--- src/rtl/quadrant_mapper.sv ---
// Quadrant mapper: pairs queued quadrant tags with in-order trig core results and unfolds sin/cos to the full circle.
// Latency: one cycle from result accept to registered output (full throughput when accept and drain coincide).
// Backpressure: tag_ready drops when the tag FIFO is full; res_ready drops when the FIFO is empty or the output is stalled.

// Small synchronous FIFO with occupancy count; push while full and pop while empty are ignored.
module quadrant_mapper_fifo #(
   parameter int WIDTH = 2,
   parameter int DEPTH = 4,
   parameter int PTR_W = 2
) (
   input  logic             clk,
   input  logic             reset,
   input  logic             push_i,
   input  logic [WIDTH-1:0] push_dat_i,
   input  logic             pop_i,
   output logic [WIDTH-1:0] pop_dat_o,
   output logic [PTR_W:0]   count_o
);

   localparam logic [PTR_W:0] FULL_CNT = (PTR_W+1)'(DEPTH);

   logic [WIDTH-1:0] mem_q [DEPTH];
   logic [PTR_W-1:0] wr_ptr_q, wr_ptr_d;
   logic [PTR_W-1:0] rd_ptr_q, rd_ptr_d;
   logic [PTR_W:0]   count_q, count_d;
   logic             do_push;
   logic             do_pop;

   // Guard against overflow/underflow; a pop never frees space for a same-cycle push.
   assign do_push = push_i && (count_q != FULL_CNT);
   assign do_pop  = pop_i && (count_q != '0);

   // Pointer and occupancy next-state.
   always_comb begin
      wr_ptr_d = wr_ptr_q;
      rd_ptr_d = rd_ptr_q;
      count_d  = count_q;
      if (do_push) begin
         wr_ptr_d = wr_ptr_q + 1'b1;
      end
      if (do_pop) begin
         rd_ptr_d = rd_ptr_q + 1'b1;
      end
      case ({do_push, do_pop})
         2'b10:   count_d = count_q + 1'b1;
         2'b01:   count_d = count_q - 1'b1;
         default: count_d = count_q;
      endcase
   end

   // Pointer and occupancy registers with synchronous reset.
   always_ff @(posedge clk) begin
      if (reset) begin
         wr_ptr_q <= '0;
         rd_ptr_q <= '0;
         count_q  <= '0;
      end else begin
         wr_ptr_q <= wr_ptr_d;
         rd_ptr_q <= rd_ptr_d;
         count_q  <= count_d;
      end
   end

   // Storage array; contents are don't-care until written, so no reset.
   always_ff @(posedge clk) begin
      if (do_push) begin
         mem_q[wr_ptr_q] <= push_dat_i;
      end
   end

   // Head entry is read straight from storage, so a fresh push is never visible the same cycle.
   assign pop_dat_o = mem_q[rd_ptr_q];
   assign count_o   = count_q;

endmodule

module quadrant_mapper #(
   parameter int DATA_WIDTH = 32,
   parameter int DEPTH      = 4,
   parameter int PTR_W      = 2
) (
   input  logic                  clk,
   input  logic                  reset,
   input  logic                  tag_valid,
   input  logic [1:0]            tag_quadrant,
   output logic                  tag_ready,
   input  logic                  res_valid,
   input  logic [DATA_WIDTH-1:0] res_sin,
   input  logic [DATA_WIDTH-1:0] res_cos,
   output logic                  res_ready,
   output logic                  out_valid,
   output logic [DATA_WIDTH-1:0] out_sin,
   output logic [DATA_WIDTH-1:0] out_cos,
   output logic [1:0]            out_quadrant,
   input  logic                  out_ready,
   output logic [PTR_W:0]        tag_count,
   output logic                  orphan_err
);

   localparam logic [PTR_W:0]        FULL_CNT = (PTR_W+1)'(DEPTH);
   localparam logic [DATA_WIDTH-1:0] MOST_NEG = {1'b1, {(DATA_WIDTH-1){1'b0}}};
   localparam logic [DATA_WIDTH-1:0] MOST_POS = {1'b0, {(DATA_WIDTH-1){1'b1}}};

   // Two's-complement negate that clamps the single unrepresentable case.
   function automatic logic [DATA_WIDTH-1:0] neg_sat(input logic [DATA_WIDTH-1:0] x);
      if (x == MOST_NEG) begin
         return MOST_POS;
      end
      return (~x) + DATA_WIDTH'(1);
   endfunction

   logic [PTR_W:0]        fifo_count;
   logic [1:0]            head_quad;
   logic                  tag_push;
   logic                  res_acc;

   logic [DATA_WIDTH-1:0] map_sin;
   logic [DATA_WIDTH-1:0] map_cos;

   logic                  out_valid_q, out_valid_d;
   logic [DATA_WIDTH-1:0] out_sin_q, out_sin_d;
   logic [DATA_WIDTH-1:0] out_cos_q, out_cos_d;
   logic [1:0]            out_quad_q, out_quad_d;
   logic                  orphan_q, orphan_d;

   // Handshakes are derived from registered state only (plus out_ready for the output slot).
   assign tag_ready = (fifo_count != FULL_CNT);
   assign tag_push  = tag_valid && tag_ready;
   assign res_ready = (fifo_count != '0) && (!out_valid_q || out_ready);
   assign res_acc   = res_valid && res_ready;

   quadrant_mapper_fifo #(
      .WIDTH (2),
      .DEPTH (DEPTH),
      .PTR_W (PTR_W)
   ) u_tag_fifo (
      .clk        (clk),
      .reset      (reset),
      .push_i     (tag_push),
      .push_dat_i (tag_quadrant),
      .pop_i      (res_acc),
      .pop_dat_o  (head_quad),
      .count_o    (fifo_count)
   );

   // Rotate the first-quadrant result by the head tag's quadrant.
   always_comb begin
      map_sin = res_sin;
      map_cos = res_cos;
      case (head_quad)
         2'd0: begin
            map_sin = res_sin;
            map_cos = res_cos;
         end
         2'd1: begin
            map_sin = res_cos;
            map_cos = neg_sat(res_sin);
         end
         2'd2: begin
            map_sin = neg_sat(res_sin);
            map_cos = neg_sat(res_cos);
         end
         default: begin
            map_sin = neg_sat(res_cos);
            map_cos = res_sin;
         end
      endcase
   end

   // Output slot: load on accept, hold while stalled, empty once drained without a refill.
   always_comb begin
      out_valid_d = out_valid_q;
      out_sin_d   = out_sin_q;
      out_cos_d   = out_cos_q;
      out_quad_d  = out_quad_q;
      if (res_acc) begin
         out_valid_d = 1'b1;
         out_sin_d   = map_sin;
         out_cos_d   = map_cos;
         out_quad_d  = head_quad;
      end else if (out_ready) begin
         out_valid_d = 1'b0;
      end
   end

   // Sticky flag for a result arriving with no tag to pair it with.
   always_comb begin
      orphan_d = orphan_q;
      if (res_valid && (fifo_count == '0)) begin
         orphan_d = 1'b1;
      end
   end

   // Output and error registers; reset also discards any held result.
   always_ff @(posedge clk) begin
      if (reset) begin
         out_valid_q <= 1'b0;
         out_sin_q   <= '0;
         out_cos_q   <= '0;
         out_quad_q  <= 2'd0;
         orphan_q    <= 1'b0;
      end else begin
         out_valid_q <= out_valid_d;
         out_sin_q   <= out_sin_d;
         out_cos_q   <= out_cos_d;
         out_quad_q  <= out_quad_d;
         orphan_q    <= orphan_d;
      end
   end

   assign out_valid    = out_valid_q;
   assign out_sin      = out_sin_q;
   assign out_cos      = out_cos_q;
   assign out_quadrant = out_quad_q;
   assign tag_count    = fifo_count;
   assign orphan_err   = orphan_q;

endmodule

--- config.mk ---
export PLATFORM = sky130hd
export DESIGN_NAME = quadrant_mapper
export DESIGN_NICKNAME = d
export VERILOG_FILES = /design/src/rtl/quadrant_mapper.sv
export SDC_FILE = /design/constraint.sdc
export NUM_CORES = 1
export LEC_CHECK = 0
export ABC_CLOCK_PERIOD_IN_PS = 4000
export CAP_MARGIN = 5
export CORE_MARGIN = 2
export CORE_UTILIZATION = 50
export DETAILED_ROUTE_END_ITERATION = 6
export GPL_TIMING_DRIVEN = 0
export PLACE_DENSITY = 0.8
export SYNTH_ARGS = -nofsm -noshare
export SYNTH_HDL_FRONTEND = slang
export SYNTH_SLANG_ARGS = --single-unit
--- constraint.sdc ---
create_clock -name clk -period 4 [get_ports clk]
set_clock_uncertainty 0.15 [all_clocks]
set_input_delay 0.4 -clock clk [delete_from_list [all_inputs] [get_ports clk]]
set_output_delay 0.4 -clock clk [all_outputs]
set_load 0.02 [all_outputs]
==> flow_summary.toml <==
[outcome]
status = "finished, violations left"
violations = "design-rule violations"

[global_route]
grt_pass1_wl_um = 43210
grt_start_max_net_pins = 17
gr-total-overflow = 0
grt_pass1_vias = 7238
grt.total_usage = 0.4382
antenna_found_initial = 0

[critical_path]
cp_slowest_cell = "nand4_1"
cp_top_family = "simple AND/OR/NAND/NOR gates"
path_cells = "clkdlybuf4s50_1 -> inv_1 -> ha_1 -> nor3b_4 -> nand4_1 -> or3_1 -> buf_2 -> nand3_1 -> nor2_1 -> o41ai_1"
rr_worst_depth = 7
path_class = "in2reg"
ff2ff_setup_slack_ns = 0.54
r2r-end = "out_cos[22]"
path_depth = 10
arrival_ns = 4.03
cp_max_fo = 10
cp-end-kind = "flip-flop"
crit_path_max_incr_delay_ns = 0.50
start_kind = "input pin"
path_buf_inv = 3
crit_end = "out_cos[25]"
crit_required_ns = 4.09
startpoint = "res_sin[0]"

[clocking]
cts.repair.resized = 0
clockRootBuffer = "clkbuf_16"
cts.sinks = 85
ctsHtreeMaxLevel = 3
post_cts_buffers = 0
clk_pin_slew_ns = 0.07
ctsLongestPathBuffers = 2
cts_inserted_buffers = 9
cts_tree = "built"
clock_latency_ns = 0.36
hold_buffers = 0

[synthesis]
synth-main-ff-cell = "dfxtp_1"
synth-simple-area-share = 0.2828
synth_nets = 908
seq_area_frac_synth = 0.2861
synth_top_family_by_area = "simple AND/OR/NAND/NOR gates"
synth-compound-area-share = 0.2778
syn-cell-area_sq_um = 6228
async_flop_share = 0
synth_edf_count = 8
synth.area.mux_share = 0.04219
yosysUniqueCellTypes = 73
synth_xor_area_frac = 0.04219
ys_ff_latch = 85
synth_fa_ha_area_frac = 0.01728
synthCells = 829
yosys_warnings = 0
postSynthAreaPerCell_sq_um = 7.513

[floorplanning]
die_y_um = 115.6
coreArea_sq_um = 12060
io_pins = 144
row_count = 40
die-area_sq_um = 13370
dieWidth_um = 115.6
initial_utilization = 0.5164

[power]
p_per_area_nw_per_um2 = 647.5
power_leakage_nw = 2.654
peakVddDrop_mv = 0.4358

[route]
firstDrtPassIters = 7
route.detailed.drc = 21
vias_per_cell = 6.961
initialDrtViolationCount = 1388
via_count = 7942
drt-total-wl_um = 29800
ant_nets = 0
routedWlPerCell_um = 26.12

[run]
drv_cap = 0

[cells_and_area]
drive_above_1_share = 0.04933
diodes = 0
finalNetCount = 1047
layout_commonest_cell = "clkdlybuf4s50_1"
mostFrequentLayoutCells = "clkdlybuf4s50_1 (128), nand2_1 (103), nor2_1 (79)"
final_cells = 1141
area_growth_syn_to_layout_pct = 28.83

[timing]
fin_crit_ns = 3.948
timing.slew.headroom = 0.2032
fin_crit_sh = 0.9871
tightest_slew_ns = 1.184
holdWs_ns = 0.2955
fmax_ghz = 0.2533
slew_violations = 0
setup_viol = 0
report.final.hold_viol_count = 0
rsz0062_at_grt = "false"
setup_tns_ns = 0

[hold_path]
hold_class = "reg2reg"

[place]
io_buffers = 128
dp_hpwl_um = 21080
gp_congestion = 1.036
dp_cells = 1125
==> registers in the layout, summed over array words and instances, names as in the netlist, named ones only <==
register and count:
orphan_err 1, out_cos 32, out_quadrant 2, out_sin 32, out_valid 1, u_tag_fifo.count_o 3
u_tag_fifo.mem_q 8, u_tag_fifo.rd_ptr_q 2, u_tag_fifo.wr_ptr_q 2
==> report_power, final <==
group          leakage (nW)  switching (mW)  internal [mW]
logic                  1.81            1.97           1.05
registers             0.703           0.187           1.14
clock network         0.140           0.415          0.432
total                  2.65            2.57           2.63
==> cell families after synthesis <==
group / after synthesis
buffers and inverters: 80
adder cells (fa/ha/maj): 8
AND/OR/NAND/NOR: 353
XOR/XNOR: 30
AO/OA/AOI/OAI: 250
flip-flops: 85
multiplexers: 23
==> synth_stat cells, types with 4 or more instances <==
| master | instances | area (sq um) |
|---|---|---|
| a211o_1 | 4 | 35.03 |
| a211oi_1 | 10 | 75.07 |
| a21oi_1 | 51 | 255.2 |
| a221o_1 | 14 | 140.1 |
| a221oi_1 | 5 | 43.79 |
| a311oi_1 | 4 | 35.03 |
| a31oi_1 | 18 | 112.6 |
| a32oi_1 | 4 | 35.03 |
| and2_1 | 4 | 25.02 |
| and3_1 | 8 | 50.05 |
| buf_1 | 9 | 33.78 |
| buf_2 | 5 | 25.02 |
| clkbuf_1 | 52 | 195.2 |
| dfxtp_1 | 77 | 1541 |
| edfxtp_1 | 8 | 240.2 |
| ha_1 | 7 | 87.58 |
| inv_1 | 12 | 45.04 |
| mux2_2 | 6 | 67.56 |
| mux2i_1 | 15 | 150.1 |
| nand2_1 | 103 | 386.6 |
| nand2b_1 | 5 | 31.28 |
| nand3_1 | 30 | 150.1 |
| nand4_1 | 10 | 62.56 |
| nor2_1 | 79 | 296.5 |
| nor3_1 | 35 | 175.2 |
| nor4_1 | 25 | 156.4 |
| o211ai_1 | 15 | 112.6 |
| o21a_1 | 5 | 37.54 |
| o21ai_0 | 45 | 225.2 |
| o221ai_1 | 19 | 166.4 |
| o22ai_1 | 13 | 81.33 |
| o311ai_0 | 8 | 70.07 |
| o31ai_1 | 7 | 52.55 |
| o32ai_1 | 4 | 35.03 |
| o41ai_1 | 4 | 35.03 |
| or2_2 | 5 | 31.28 |
| or3_1 | 19 | 118.9 |
| or4_1 | 8 | 60.06 |
| xnor2_1 | 20 | 175.2 |
| xor2_1 | 10 | 87.58 |
==> layer usage <==
layer	track usage	up-vias	share of wire
met2	0.6226	692	0.40
met5	0	-	0
met4	0.2675	0	0.065
met1	0.5698	3646	0.39
li1	-	3447	-
met3	0.1532	157	0.15
==> worst min-delay path: cells and delay by family (launching register included) <==
family / cells / cell delay [ns]
compound gates: 1 / 0.05
flops: 1 / 0.31
simple gates: 1 / 0.05
==> through the flow <==
stage	total power [mW]	worst slack, ns	instance area [sq um]	util
3_3_place_gp	4.167	-0.2654	7720	0.6400
2_1_floorplan	2.888	1.034	6228	-
4_1_cts	5.024	0.1239	8004	0.6636
6_report	5.195	0.05159	8024	0.6652
3_5_place_dp	4.184	-0.2137	7720	0.6400
5_1_grt	5.336	0.005265	8024	0.6652
==> how the worst min path moves through the flow <==
stage / start / end / slack [ns] / cells after the start
2_1_floorplan: u_tag_fifo.wr_ptr_q[1] / u_tag_fifo.wr_ptr_q[1] / 0.32 / 2
3_3_place_gp: out_sin[26] / out_sin[26] / 0.28 / 2
5_1_grt: out_sin[26] / out_sin[26] / 0.32 / 2
3_5_place_dp: out_sin[19] / out_sin[19] / 0.29 / 2
4_1_cts: out_sin[19] / out_sin[19] / 0.30 / 2
6_report: out_sin[19] / out_sin[19] / 0.30 / 2
==> area by class of cell <==
class,instances,area (sq um)
multi-input cells,664,4145
fillers,1092,4038
flip-flops and latches,85,1782
repair buffers,128,1281
plain buffers,68,276.5
clock buffers,9,225.2
well taps,168,210.2
clock inverters,7,58.81
inverters,12,45.04
Power figures use the tool's default switching activity.
